--- src/rtl/clkdiv_pkg.sv ---
// Shared types and helpers for the programmable clock divider.
// Channels up to RATIO_W_MAX bits wide share the same ratio type.
package clkdiv_pkg;

  localparam int RATIO_W_MAX = 16;
  typedef logic [RATIO_W_MAX-1:0] ratio_t;

  localparam ratio_t MIN_RATIO = ratio_t'(2);

  typedef enum logic {IDLE = 1'b0, RUN = 1'b1} ch_state_e;

  // Number of counter values for which the output is high.
  // Odd ratios round up, or down when the half-cycle extension supplies the rest.
  function automatic ratio_t high_count(input ratio_t ratio, input logic duty50);
    ratio_t half;
    half = ratio >> 1;
    return (duty50 || !ratio[0]) ? half : ratio - half;
  endfunction

endpackage

--- src/rtl/clkdiv_channel.sv ---
// One divider channel: counter, active/shadow ratio, registered div/tick outputs.
// CLKDIV_ODD_DUTY50_EN adds a negedge stage giving 50% duty on odd ratios.
module clkdiv_channel
  import clkdiv_pkg::*;
#(
  parameter int               DIV_W     = 8,
  parameter logic [DIV_W-1:0] RST_RATIO = 2
) (
  input  logic             clk,
  input  logic             resetn,
  input  logic             en,
  input  logic             wr,
  input  logic [DIV_W-1:0] wr_ratio,
  output logic             pending,
  output logic             div,
  output logic             tick
);

`ifdef CLKDIV_ODD_DUTY50_EN
  localparam logic DUTY50 = 1'b1;
`else
  localparam logic DUTY50 = 1'b0;
`endif

  ch_state_e        state_q, state_d;
  logic [DIV_W-1:0] cnt_q, cnt_d;
  logic [DIV_W-1:0] ratio_q, ratio_d;
  logic [DIV_W-1:0] shadow_q, shadow_d;
  logic             pend_d;
  logic             out_q, out_d;
  logic             tick_q, tick_d;
  logic             wrap;
  ratio_t           h;

  always_comb begin
    state_d  = state_q;
    cnt_d    = cnt_q;
    ratio_d  = ratio_q;
    shadow_d = shadow_q;
    pend_d   = pending;
    wrap     = (cnt_q == ratio_q - DIV_W'(1));
    case (state_q)
      IDLE: begin
        if (pending) begin
          ratio_d = shadow_q;
          pend_d  = 1'b0;
        end
        if (en) begin
          state_d = RUN;
          cnt_d   = '0;
        end
      end
      RUN: begin
        if (wrap) begin
          cnt_d = '0;
          if (pending) begin
            ratio_d = shadow_q;
            pend_d  = 1'b0;
          end
          if (!en) state_d = IDLE;
        end else begin
          cnt_d = cnt_q + DIV_W'(1);
        end
      end
      default: state_d = IDLE;
    endcase
    // A write never coincides with a pending apply: it is only accepted when nothing is pending.
    if (wr) begin
      shadow_d = wr_ratio;
      pend_d   = 1'b1;
    end
    h      = high_count(ratio_t'(ratio_d), DUTY50);
    out_d  = (state_d == RUN) && (ratio_t'(cnt_d) < h);
    tick_d = (state_d == RUN) && (cnt_d == ratio_d - DIV_W'(1));
  end

  always_ff @(posedge clk or negedge resetn) begin
    if (!resetn) begin
      state_q  <= IDLE;
      cnt_q    <= '0;
      ratio_q  <= RST_RATIO;
      shadow_q <= RST_RATIO;
      pending  <= 1'b0;
      out_q    <= 1'b0;
      tick_q   <= 1'b0;
    end else begin
      state_q  <= state_d;
      cnt_q    <= cnt_d;
      ratio_q  <= ratio_d;
      shadow_q <= shadow_d;
      pending  <= pend_d;
      out_q    <= out_d;
      tick_q   <= tick_d;
    end
  end

`ifdef CLKDIV_ODD_DUTY50_EN
  logic out_n;

  // Half-cycle delayed copy stretches the odd-ratio high phase by half a clk.
  always_ff @(negedge clk or negedge resetn) begin
    if (!resetn) out_n <= 1'b0;
    else         out_n <= out_q;
  end

  assign div = out_q | (out_n & ratio_q[0]);
`else
  assign div = out_q;
`endif

  assign tick = tick_q;

endmodule

--- src/rtl/prog_clock_divider.sv ---
// Multi-channel runtime-programmable clock divider: config decode and channel array.
// Define CLKDIV_ODD_DUTY50_EN for exact 50% duty on odd ratios.
module prog_clock_divider
  import clkdiv_pkg::*;
#(
  parameter int                            NUM_CH        = 3,
  parameter int                            DIV_W         = 8,
  parameter logic [NUM_CH-1:0][DIV_W-1:0] DEFAULT_RATIO = {8'd6, 8'd4, 8'd2},
  localparam int                           CH_W          = (NUM_CH > 1) ? $clog2(NUM_CH) : 1
) (
  input  logic              clk,
  input  logic              resetn,
  input  logic [NUM_CH-1:0] en,
  input  logic              cfg_valid,
  output logic              cfg_ready,
  input  logic [CH_W-1:0]   cfg_ch,
  input  logic [DIV_W-1:0]  cfg_ratio,
  output logic              cfg_err,
  output logic [NUM_CH-1:0] div_o,
  output logic [NUM_CH-1:0] tick_o
);

  logic [NUM_CH-1:0] sel;
  logic [NUM_CH-1:0] pending;
  logic [NUM_CH-1:0] wr;
  logic              ch_ok;
  logic              ratio_ok;
  logic              xfer;

  assign ch_ok    = int'(cfg_ch) < NUM_CH;
  assign ratio_ok = cfg_ratio >= DIV_W'(MIN_RATIO);
  // Out-of-range channels select nothing, so they are always ready.
  assign cfg_ready = !(|(sel & pending));
  assign xfer      = cfg_valid && cfg_ready;

  for (genvar g = 0; g < NUM_CH; g++) begin : g_ch
    assign sel[g] = (cfg_ch == CH_W'(g));
    assign wr[g]  = xfer && sel[g] && ratio_ok;

    clkdiv_channel #(
      .DIV_W    (DIV_W),
      .RST_RATIO(DEFAULT_RATIO[g])
    ) u_ch (
      .clk     (clk),
      .resetn  (resetn),
      .en      (en[g]),
      .wr      (wr[g]),
      .wr_ratio(cfg_ratio),
      .pending (pending[g]),
      .div     (div_o[g]),
      .tick    (tick_o[g])
    );
  end

  always_ff @(posedge clk or negedge resetn) begin
    if (!resetn) cfg_err <= 1'b0;
    else         cfg_err <= xfer && !(ch_ok && ratio_ok);
  end

endmodule
--- config.mk ---
export PLATFORM = sky130hd
export DESIGN_NAME = prog_clock_divider
export DESIGN_NICKNAME = d
export VERILOG_FILES = /design/src/rtl/clkdiv_pkg.sv /design/src/rtl/clkdiv_channel.sv /design/src/rtl/prog_clock_divider.sv
export SDC_FILE = /design/constraint.sdc
export NUM_CORES = 1
export LEC_CHECK = 0
export ABC_AREA = 1
export CAP_MARGIN = 20
export CORE_UTILIZATION = 65
export CTS_CLUSTER_DIAMETER = 60
export DETAILED_ROUTE_END_ITERATION = 6
export PLACE_DENSITY = 0.83
export SETUP_SLACK_MARGIN = 0.4
export SLEW_MARGIN = 10
export SYNTH_ARGS = -nofsm -noshare
export SYNTH_HDL_FRONTEND = slang
export SYNTH_SLANG_ARGS = --single-unit
--- constraint.sdc ---
create_clock -name clk -period 8.2 [get_ports clk]
set_input_delay 1.23 -clock clk [delete_from_list [all_inputs] [get_ports clk]]
set_output_delay 1.23 -clock clk [all_outputs]
set_load 0.02 [all_outputs]
==> out/summary.log <==
[floorplanning] IO Count 24
[synthesis] fraction of synthesis flops using an asynchronous set or reset pin 100.0%
[timing] fraction of the cycle the final worst path needs 58.45%
[routing] total via count after detailed routing 6621
[synthesis] top flip-flop cell by instance count after synthesis dfrtp_1
[floorplanning] floorplan core area 10980 um2
[global_route] GR Util met1 38.14%
[routing] router iterations before antenna repair 5
[floorplanning] die outline width 109.1 um
[timing] RSZ-0062 raised after global routing false
[worst_setup_path] most repeated library cell on the critical path nand2_1
[cells_and_area] count of inserted antenna diode cells 0
[clock_tree] cell at the root of the clock tree clkbuf_16
[synthesis] post-synthesis mux area share 0%
[synthesis] net count after synthesis 1134
[hold_path] Min-Delay Path Class register to register
[global_route] met2 track utilization from global routing 53.68%
[synthesis] main combinational cell family by area after synthesis simple AND/OR/NAND/NOR gates
[job] number of maximum-capacitance violations 0
[synthesis] yosys warns 0
[worst_setup_path] startpoint-to-endpoint class of the critical path register to register
[clock_tree] clock tree from TritonCTS yes
[clock_tree] post-CTS resize count 0
[cells_and_area] layout cells sized above 1 9.355%
[cells_and_area] fin cells 1209
[worst_setup_path] data arrival time at the worst-slack endpoint 5060 ps
[cells_and_area] Layout area overhead 7.992%
[routing] Via-to-Cell Ratio 5.476
[worst_setup_path] maximum cell stage delay along the critical path 690 ps
[routing] Iteration-0 DRC Markers 399
[routing] antenna violation net count after detailed routing 0
[synthesis] xor/xnor cell area share of the yosys netlist 7.320%
[clock_tree] number of clock buffers inserted by TritonCTS 9
[global_route] grt total ovfl 0
[routing] DR WL/cell 14.22 um
[clock_tree] count of clock tree sinks 85
[global_route] most used routing layer met2
[synthesis] cell count after synthesis 1046
[timing] final number of hold-violating endpoints 0
[routing] final wirelength 17190 um
[synthesis] synthesized cell area 7452 um2
[clock_tree] Post-CTS Repair Setup Buffers 0
[timing] Worst-Margin Slew 817.1 ps
[status] run status completed
[global_route] routing usage on met3 3.048%
[timing] min cycle time layout 4793 ps
[floorplanning] DIE HEIGHT 109.1 um
[clock_tree] maximum number of buffers from clock root to sink 2
[timing] Setup Skew 7.901 ps
[timing] worst slew margin relative to its limit 44.95%
[placement] gpl congestion 0.9171
[global_route] GRT Overall Usage 30.66%
[synthesis] Avg Inst Size Synth 7.124 um2
[synthesis] fraction of the yosys area taken by sequential cells 28.68%
[placement] number of placed instances, taps included 1192
[floorplanning] full die area 11900 um2
[timing] total count of max-transition violations in the final report 0
[synthesis] post-synthesis simple-gate area fraction 30.64%
[timing] final total negative setup slack 0 ps
[cells_and_area] fin nets 1152
[timing] upper clock frequency limit 208.7 MHz
[global_route] vias in the first global route 6133
[synthesis] number of library cell types mapped by synthesis 48
[floorplanning] number of rows in the core area 38
[clock_tree] CTS H-tree depth 3
[clock_tree] Clock Pin Slew Worst Setup and Hold Paths 70 ps
[synthesis] Post-synth EDFFs 0
[worst_setup_path] Slowest cell on crit path o21ai_0
[floorplanning] Starting Density 67.85%
[clock_tree] post-cts hold buffer count 0
[global_route] number of antenna violations at the first check in global routing 0
[worst_setup_path] Worst Path Required 8470 ps
[worst_setup_path] maximum fanout along the worst path 13
[routing] number of DRC violations after detailed routing 0
[synthesis] Post-Synth Adder-Cell Area 12.39%
[placement] port buffer count 23
[worst_setup_path] kind of launch point of the worst setup path register
[global_route] global-route wire length before repair 28190 um
[timing] Final setup viols 0
[worst_setup_path] type of element capturing the critical path register
[placement] final HPWL from detailed placement 13290 um
[clock_tree] clk_lat worst skew 340 ps
[cells_and_area] Post-Route Utilization 73.27%
[synthesis] count of state elements after synthesis 85
[global_route] pin count of the biggest net entering global routing 83
[synthesis] synthesized-area fraction occupied by ao, oa, aoi and oai cells 11.05%
[cells in the mapped netlist (all sizes together), types with 2 or more instances]
library cell  count  share of area (%)
nand3            97                7.0
buf              14                1.6
xnor2            21                2.5
or2               2               0.17
inv             156                7.9
nand4             7               0.59
a21boi            3               0.30
nor3              5               0.34
clkbuf            4               0.22
a211oi            5               0.50
xor2             37                4.5
and2              3               0.25
nor2             79                4.2
o22ai            10                1.1
dfstp             8                2.8
fa                3               0.81
dfrtp            77                 26
ha               69                 12
nand2           322                 18
a21oi            27                1.8
nand3b            4               0.40
clkinv            5               0.25
o21ai            79                6.7
[metal layers]
metal  vias to the layer above  wire [um]
li1                       3357          -
met2                       166       8368
met5                         -          0
met3                        38        716
met4                         0        479
met1                      3060       7628
[placed cells by master (no fill, tap or decap), types with 9 or more instances in the layout]
cell type / count
nor2_1: 74
dfrtp_1: 77
xnor2_1: 21
clkbuf_16: 9
inv_2: 16
nand2_1: 297
inv_1: 140
xor2_1: 35
ha_1: 69
nand3_1: 90
a21oi_1: 27
clkdlybuf4s50_1: 22
o21ai_0: 59
nand2_2: 18
[layout make-up]
cell class | instances | area (um2)
clock buffer | 10 | 239.0
timing repair buffer | 25 | 262.8
fill | 884 | 2935
inverter | 161 | 604.3
tap | 140 | 175.2
clock inverter | 6 | 53.80
multi-input combinational | 782 | 4576
sequential | 85 | 2137
[stage by stage]
stage	setup WS, ps	hold slack (ps)	instance area [um2]
4_1_cts	3410	497.6	8020
3_3_place_gp	3692	465.8	7727
2_1_floorplan	4124	453.0	7452
3_5_place_dp	3423	474.0	7727
5_1_grt	2961	523.0	8048
6_report	3407	499.4	8048
[worst paths after layout]
check / from / endpoint / slack [ps] / cells past startpoint
max: g_ch[2].u_ch.ratio_q[1] / g_ch[2].u_ch.div / 3410 / 30
min: g_ch[0].u_ch.shadow_q[2] / g_ch[0].u_ch.shadow_q[2] / 500 / 2
min reg2reg: g_ch[0].u_ch.shadow_q[2] / g_ch[0].u_ch.shadow_q[2] / 500 / 2
min in group asynchronous: resetn / g_ch[0].u_ch.div / 670 / 1
max in group asynchronous: resetn / g_ch[1].u_ch.shadow_q[2] / 6610 / 3
max reg2reg: g_ch[2].u_ch.ratio_q[1] / g_ch[2].u_ch.div / 3410 / 30
[state kept, by name, indices dropped and copies added (netlist names)]
| register | count |
|---|---|
| g_ch.u_ch.cnt_q | 24 |
| cfg_err | 1 |
| g_ch.u_ch.pending | 3 |
| g_ch.u_ch.state_q | 3 |
| g_ch.u_ch.shadow_q | 24 |
| g_ch.u_ch.ratio_q | 24 |
| g_ch.u_ch.tick | 3 |
| g_ch.u_ch.div | 3 |
[kinds of logic after synthesis]
family / after synthesis
simple gates: 521
fa+ha+maj: 72
compound gates: 130
xor+xnor: 59
flops: 85
buf+inv: 179
[worst max-delay path: cells and delay by family, from the launching register on]
kind,cells,cell delay [ps]
AOI/OAI and AO/OA,3,1000
adders and majority gates,4,1220
buffers and inverters,4,210
DFF,1,530
and+or+nand+nor,19,1780
Power is not shown: default switching activity piles up to over one toggle a cycle in this logic, so the estimate is an artifact.
